File: src/rtl/register_file_sb_pkg.sv
// Shared definitions for the register file with pending-write scoreboard:
// default geometry, write-enable encoding and a population-count helper.
package register_file_sb_pkg;

  localparam int unsigned DefDataWidth  = 16;
  localparam int unsigned DefSelectSize = 3;

  // Write enable is active-low: this level on reg_we_i requests a write
  localparam logic ActiveLowWe = 1'b0;

  // Largest supported depth is 64 registers (SelectSize <= 6)
  localparam int unsigned MaxDepth = 64;

  // Population count over a zero-extended busy vector
  function automatic logic [6:0] count_ones(input logic [MaxDepth-1:0] v);
    logic [6:0] n;
    n = '0;
    for (int i = 0; i < MaxDepth; i++) begin
      n = n + 7'(v[i]);
    end
    return n;
  endfunction

endpackage

File: src/rtl/register_file_sb_scoreboard.sv
// Pending-write scoreboard: one busy bit per register, set on accepted issue,
// cleared on writeback. Computes RAW/WAW stall and issue acknowledge.
module register_file_sb_scoreboard
  import register_file_sb_pkg::*;
#(
  parameter int unsigned SelectSize = DefSelectSize,
  parameter bit          ZeroReg    = 1'b0
) (
  input  logic                    clk_i,
  input  logic                    reset_ni,
  input  logic                    issue_i,
  input  logic [SelectSize-1:0]   issue_dst_i,
  input  logic                    wb_en_i,
  input  logic [SelectSize-1:0]   wb_dst_i,
  input  logic [SelectSize-1:0]   src1_i,
  input  logic [SelectSize-1:0]   src2_i,
  input  logic                    fwd1_i,
  input  logic                    fwd2_i,
  output logic                    issue_ack_o,
  output logic                    stall_o,
  output logic [2**SelectSize-1:0] busy_o,
  output logic [SelectSize:0]     busy_count_o
);

  localparam int unsigned Depth = 2 ** SelectSize;
  localparam int unsigned CntW  = SelectSize + 1;

  logic [Depth-1:0] busy_q, busy_d;
  logic             raw, waw;

  // Hazard detection; a forwarded source is satisfied this cycle and cannot RAW-stall
  always_comb begin
    raw         = (busy_q[src1_i] & ~fwd1_i) | (busy_q[src2_i] & ~fwd2_i);
    waw         = busy_q[issue_dst_i];
    stall_o     = issue_i & (raw | waw);
    issue_ack_o = issue_i & ~stall_o;
  end

  // Next busy vector: writeback clears first so a same-edge issue to that register wins
  always_comb begin
    busy_d = busy_q;
    if (wb_en_i) begin
      busy_d[wb_dst_i] = 1'b0;
    end
    if (issue_ack_o) begin
      busy_d[issue_dst_i] = 1'b1;
    end
    if (ZeroReg) begin
      busy_d[0] = 1'b0;
    end
  end

  // Busy vector state
  always_ff @(posedge clk_i or negedge reset_ni) begin
    if (!reset_ni) begin
      busy_q <= '0;
    end else begin
      busy_q <= busy_d;
    end
  end

  // Count is derived from the vector itself, so it can never drift or wrap
  always_comb begin
    busy_o       = busy_q;
    busy_count_o = CntW'(count_ones(MaxDepth'(busy_q)));
  end

endmodule

File: src/rtl/register_file_sb.sv
// Register file with two combinational read ports, one active-low write port
// and a pending-write scoreboard that stalls issue on RAW/WAW hazards.
// Optional feature: define REGFILE_BYPASS_EN to forward writeback data to the
// read ports in the same cycle and waive the RAW stall for forwarded sources.
module register_file_sb
  import register_file_sb_pkg::*;
#(
  parameter int unsigned DataWidth  = DefDataWidth,
  parameter int unsigned SelectSize = DefSelectSize,
  parameter bit          ZeroReg    = 1'b0
) (
  input  logic                     clk_i,
  input  logic                     reset_ni,
  input  logic                     reg_we_i,
  input  logic [DataWidth-1:0]     data_i,
  input  logic [SelectSize-1:0]    reg_dst_i,
  input  logic [SelectSize-1:0]    reg_src1_i,
  input  logic [SelectSize-1:0]    reg_src2_i,
  output logic [DataWidth-1:0]     src1_o,
  output logic [DataWidth-1:0]     src2_o,
  input  logic                     issue_i,
  input  logic [SelectSize-1:0]    issue_dst_i,
  output logic                     issue_ack_o,
  output logic                     stall_o,
  output logic [2**SelectSize-1:0] busy_o,
  output logic [SelectSize:0]      busy_count_o
);

  localparam int unsigned Depth = 2 ** SelectSize;

  logic [DataWidth-1:0] mem_q [Depth];
  logic                 wb_en;
  logic                 fwd1, fwd2;
  logic                 mem_wr;

  assign wb_en  = (reg_we_i == ActiveLowWe);
  // Hard-wired zero register silently drops writes
  assign mem_wr = wb_en & ~(ZeroReg && (reg_dst_i == '0));

`ifdef REGFILE_BYPASS_EN
  assign fwd1 = wb_en & (reg_dst_i == reg_src1_i);
  assign fwd2 = wb_en & (reg_dst_i == reg_src2_i);
`else
  assign fwd1 = 1'b0;
  assign fwd2 = 1'b0;
`endif

  // Register storage
  always_ff @(posedge clk_i or negedge reset_ni) begin
    if (!reset_ni) begin
      for (int i = 0; i < Depth; i++) begin
        mem_q[i] <= '0;
      end
    end else if (mem_wr) begin
      mem_q[reg_dst_i] <= data_i;
    end
  end

  // Read muxes with optional forwarding; zero register overrides everything
  always_comb begin
    src1_o = mem_q[reg_src1_i];
    src2_o = mem_q[reg_src2_i];
    if (fwd1) begin
      src1_o = data_i;
    end
    if (fwd2) begin
      src2_o = data_i;
    end
    if (ZeroReg && (reg_src1_i == '0)) begin
      src1_o = '0;
    end
    if (ZeroReg && (reg_src2_i == '0)) begin
      src2_o = '0;
    end
  end

  register_file_sb_scoreboard #(
    .SelectSize (SelectSize),
    .ZeroReg    (ZeroReg)
  ) u_scoreboard (
    .clk_i        (clk_i),
    .reset_ni     (reset_ni),
    .issue_i      (issue_i),
    .issue_dst_i  (issue_dst_i),
    .wb_en_i      (wb_en),
    .wb_dst_i     (reg_dst_i),
    .src1_i       (reg_src1_i),
    .src2_i       (reg_src2_i),
    .fwd1_i       (fwd1),
    .fwd2_i       (fwd2),
    .issue_ack_o  (issue_ack_o),
    .stall_o      (stall_o),
    .busy_o       (busy_o),
    .busy_count_o (busy_count_o)
  );

endmodule

File: config.mk
export PLATFORM = sky130hd
export DESIGN_NAME = register_file_sb
export DESIGN_NICKNAME = d
export VERILOG_FILES = /design/src/rtl/register_file_sb_pkg.sv /design/src/rtl/register_file_sb_scoreboard.sv /design/src/rtl/register_file_sb.sv
export SDC_FILE = /design/constraint.sdc
export NUM_CORES = 1
export LEC_CHECK = 0
export BUFFER_PORTS_ARGS = -buffer_cell sky130_fd_sc_hd__buf_2
export CAP_MARGIN = 20
export CELL_PAD_IN_SITES_DETAIL_PLACEMENT = 1
export CELL_PAD_IN_SITES_GLOBAL_PLACEMENT = 2
export CORE_MARGIN = 2
export CORE_UTILIZATION = 39
export DETAILED_ROUTE_END_ITERATION = 7
export PLACE_DENSITY_LB_ADDON = 0.1
export RECOVER_POWER = 25
export SYNTH_ARGS = -nofsm -noshare
export SYNTH_HDL_FRONTEND = slang
export SYNTH_SLANG_ARGS = --single-unit
File: constraint.sdc
create_clock -name clk_i -period 2.8 [get_ports clk_i]
set_input_delay 0.42 -clock clk_i [delete_from_list [all_inputs] [get_ports clk_i]]
set_output_delay 0.42 -clock clk_i [all_outputs]
set_load 0.01 [all_outputs]
Yosys cells after proc, flatten, opt, wreduce, memory -nomap -nowiden

Index checks and enable logic that the tools add are counted.

Register bits after elaboration: 136
Bits in latches: 0
RAM bits: 0
Memory bits (read-only): 0
Input bits: 32
Output and inout bits: 46
Logic and storage cells: 61
Memories: 0

Add/sub/neg operators: 7
Multipliers: 0
Divide/modulo/power cells: 0
Magnitude comparators: 10
Equal/unequal tests: 0
Shift-type cells: 0
Muxes and demuxes: 21
Bitwise gates (word level): 11
Reduce and logical (&&, ||, !) cells: 3

Operator list:

| operator                                                              | number |
|---|---|
| 128-bit bitwise mux                                                   | 1 |
| 16-bit binary-select mux with 3-bit select                            | 2 |
| 16-bit 2-to-1 mux                                                     | 5 |
| 16-bit demux with 3-bit select                                        | 1 |
| 4-bit by 1-bit adder with 4-bit output                                | 6 |
| 3-bit by 4-bit < comparator with 1-bit output, second input constant  | 4 |
| 8-bit 2-to-1 mux                                                      | 2 |
| 4-bit >= comparator, second input constant                            | 3 |
| 3-bit inverter with 4-bit output                                      | 3 |
| 1-bit binary-select mux with 3-bit select                             | 3 |
| 8-bit AND                                                             | 1 |
| 8-bit inverter                                                        | 1 |
| 8-bit OR                                                              | 1 |
| 1-bit demux with 3-bit select                                         | 2 |
| 3-bit by 1-bit >= comparator with 1-bit output, second input constant | 2 |
| 1-bit 2-to-1 mux                                                      | 5 |
| 4-bit by 1-bit < comparator with 1-bit output, second input constant  | 1 |
| 1-bit logical AND                                                     | 3 |
| 1-bit by 1-bit adder with 2-bit output                                | 1 |
| 1-bit AND                                                             | 2 |
| 1-bit OR                                                              | 2 |
| 1-bit inverter                                                        | 1 |

Longest topological paths before layout

Word-level depth: 9
Depth in mapped cells: 8
Gate-level depth less buffers: 8

By module

A second synthesis with hierarchy kept.

Cells, all modules: 481
Area total of the unflattened synthesis: 8011.4 sq um

By module, submodules not included:

| module                      | instances | cells each | area each (sq um) | seq. area each (sq um) |
|---|---|---|---|---|
| register_file_sb            | 1         | 395        | 7171.9            | 3203.1 |
| register_file_sb_scoreboard | 1         | 86         | 839.6             | 200.2 |

Least setup slack after synthesis

OpenSTA, ideal clock, no wires.

Path kind: register to output
From: reg u_scoreboard.busy_q[0], in the netlist u_scoreboard.busy_o[0]
To: out busy_count_o[2]
Data arrival time: 2.709 ns
Required time: 2.380 ns
Path slack: -0.329 ns
Cell stages (with the launch flop): 8
Path buffers: 0
Path through: dfrtp_1 -> ha_1 -> inv_1 -> fa_1 -> fa_1 -> fa_1 -> fa_1 -> xnor2_1

Word-level cells in the longest chain between the ends: 7

Ends and longest elaborated chain:

| element                                             | RTL line                          | RTL |
|---|---|---|
| from (decl)                                         | register_file_sb_scoreboard.sv:28 | `logic [Depth-1:0] busy_q, busy_d;` |
| from (signal assigned)                              | register_file_sb_scoreboard.sv:58 | `busy_q <= busy_d;` |
| 1-bit by 1-bit adder with 2-bit output              | register_file_sb_pkg.sv:19        | `n = n + 7'(v[i]);` |
| 4-bit by 1-bit adder with 4-bit output (6 in a row) | register_file_sb_pkg.sv:19        |  |
| to (decl)                                           | register_file_sb.sv:26            | `output logic [SelectSize:0] busy_count_o` |

Every way passes these cells.

Worst setup path after layout

From: reg u_scoreboard.busy_q[0], in the netlist u_scoreboard.busy_o[0]
To: out busy_count_o[1]

The elaborated chain is that of the path after synthesis.

==> reports/metrics.cfg <==
[drt]
drc = 0
vias_per_cell = 5.57
drtPass1Iterations = 4
ant_nets = 0
routed-via-count = 4626
wl_per_cell_microns = 23.1
drt-initial-drc-count = 166
drt-total-wl_mm = 19.2

[critical_path]
r2r_cells = 5
worstPathArrival_ps = 3100
required_ps = 2380
path_max_fanout = 2
cp-end-kind = output port
critical_path_class = register to output port
crit_family = adder cells
path_depth = 8
slowest_delay_ps = 540
reg2reg_slack_ps = 1060
startpoint_type = register
crit_slowest_cell = fa_2
path_cells = ha_4 > inv_2 > fa_1 > fa_1 > fa_2 > fa_2 > inv_2 > buf_6
path_buf_inv = 3

[finish]
layout-drive-gt1-share_pct = 66.4
antenna_cells = 0
mostFrequentLayoutCell = mux2_2
stdcell_area_sq_um = 8980
register_area_sq_um = 3400
nNetsFinal = 597
stdcell_count = 831
area_growth_pct = 18.7
multiInputGateArea_sq_um = 3920
most-common-layout-cells = mux2_2, dfrtp_1, buf_2
nFillCells = 1889

[place]
dpl_cell_area_sq_um = 8360
dp_hpwl_mm = 12.1
placedCellCount = 799
place_congestion = 0.817
numPortBuffers = 77
dp_slack_ps = -307

[synthesis]
ys_ff_latch = 136
synthCells = 470
syn_avg_cell_area_sq_um = 16.1
synth-warning-count = 0
ys_seq_area_share_pct = 45.0
synthFlopType = dfrtp_1
synthDistinctLibCells = 35
synth_edf_count = 0
synth_nets = 509
syn_area_sq_um = 7570
async_reset_ff_share_pct = 100

[floorplanning]
dieArea_sq_um = 20500
fp.dieH_microns = 143
ios = 78
row_count = 50
start_util_pct = 40.1
core-area_sq_um = 18900
die_w_microns = 143

[min_path]
hold_class = primary input to register
worstHoldPathCells = 2

[timing]
relSlewSlack_pct = -54.4
max_freq_mhz = 284
hold_ws_ps = 330
rsz0062_at_grt = yes
worst_slack_ps = -722
skew_ps = 4.31
finalSetupViolCount = 4
worst_pin_slew_ps = 2320
hold_viol_final = 0
fin_crit_sh_pct = 126
finalMaxSlewViolations = 40
min_period_ps = 3520

[global_route]
first_global_vias = 5303
antenna_found_initial = 1
grt_max_degree = 40
overflow = 0
grtUsageTotal_pct = 20.5
grt_first_pass_wirelength_mm = 31.0

[clock_tree]
htree_num_levels = 4
insertion_delay_ps = 410
root_buffer = clkbuf_16
cts_tree = yes
holdBufCountCts = 0
cts.path.max_buffers = 2
clkSlewWorstSetupHoldPaths_ps = 60
numCtsBuffers = 17
cts_sinks = 136

[power_and_ir_drop]
p_per_area_nw_per_um2 = 862
irDropWorstVdd_uv = 487
p_leak_uw = 0.00376

[run_status]
violations = max-capacitance violations, max-slew violations, negative setup slack
outcome = complete, but fails checks

[job]
cap_violations = 1

-- synthesized netlist by cell type (all sizes together), types with 2 or more instances --
library cell,n,area (sq um)
a21oi,2,10.0
buf,21,176
clkbuf,11,41.3
dfrtp,136,3400
fa,4,80.1
ha,3,37.5
inv,14,52.6
mux2,160,1840
mux2i,5,50.1
mux4,68,1530
nand2,3,16.3
nand2b,3,31.3
nand3,6,30.0
nand4,2,12.5
nor2,8,45.0
nor2b,3,18.8
nor3,4,65.1
o21a,2,15.0
o22ai,7,43.8
-- worst paths after layout --
kind,start,end
max in group asynchronous,reset_ni,u_scoreboard.busy_o[0]
max reg2reg,u_scoreboard.busy_o[0],u_scoreboard.busy_o[0]
min reg2reg,mem_q[90],mem_q[90]
min in group asynchronous,reset_ni,mem_q[57]
min,data_i[14],mem_q[14]
max,u_scoreboard.busy_o[0],busy_count_o[1]
-- worst reg2reg max path, stage by stage, from the launching register on --
cell	delay, ps
dfrtp_2	430
buf_4	170
mux4_2	450
mux2i_1	170
nand2_2	180
o22ai_1	250
-- registers in the layout (all words and copies together) (netlist names) --
signal / flops
u_scoreboard.busy_o: 8
mem_q: 128
-- area by class of cell --
type,instances,share of cell area [%]
sequential,136,37.9
tap,260,3.62
multi-input combinational,288,43.6
timing repair buffer,101,7.19
clock buffer,22,5.50
inverter,14,0.585
clock inverter,10,1.57
-- stage by stage --
| step | total power (uW) | util, % | TNS [ps] |
|---|---|---|---|
| after detailed placement | 5360 | 44.2 | -577 |
| final | 7740 | 47.5 | -2150 |
| after CTS | 7860 | 47.7 | -2260 |
| after global routing | 8240 | 47.5 | -7110 |
| after floorplan | 4460 | - | -415 |
| after global placement | 5250 | 44.2 | -528 |
-- report_power, final --
group	internal, uW	total [uW]	switching, uW
Sequential	2430	2780	346
Clock	1520	2370	854
Combinational	1480	2590	1110
-- what timing repair did --
| item | CTS | global route |
|---|---|---|
| setup endpoints to repair | 4 | 4 |
| pin swaps | 1 | 0 |
| gates resized for setup | 3 | 0 |
| hold endpoints to repair | 0 | 0 |
| setup buffers | 0 | 0 |
-- kinds of logic after synthesis --
family / after synthesis / synth area share (%)
flip-flops: 136 / 45.0
AO/OA/AOI/OAI: 14 / 1.21
XOR/XNOR: 1 / 0.116
multiplexers: 233 / 45.1
AND/OR/NAND/NOR: 33 / 3.44
buffers and inverters: 46 / 3.57
adder cells (fa/ha/maj): 7 / 1.55
-- metal layers --
| layer | track usage [%] | wire (microns) |
|---|---|---|
| met5 | 0 | 13 |
| met4 | 6.09 | 294 |
| met3 | 4.00 | 748 |
| met2 | 33.8 | 9630 |
| met1 | 27.6 | 8530 |
(Power assumes the default switching activity.)
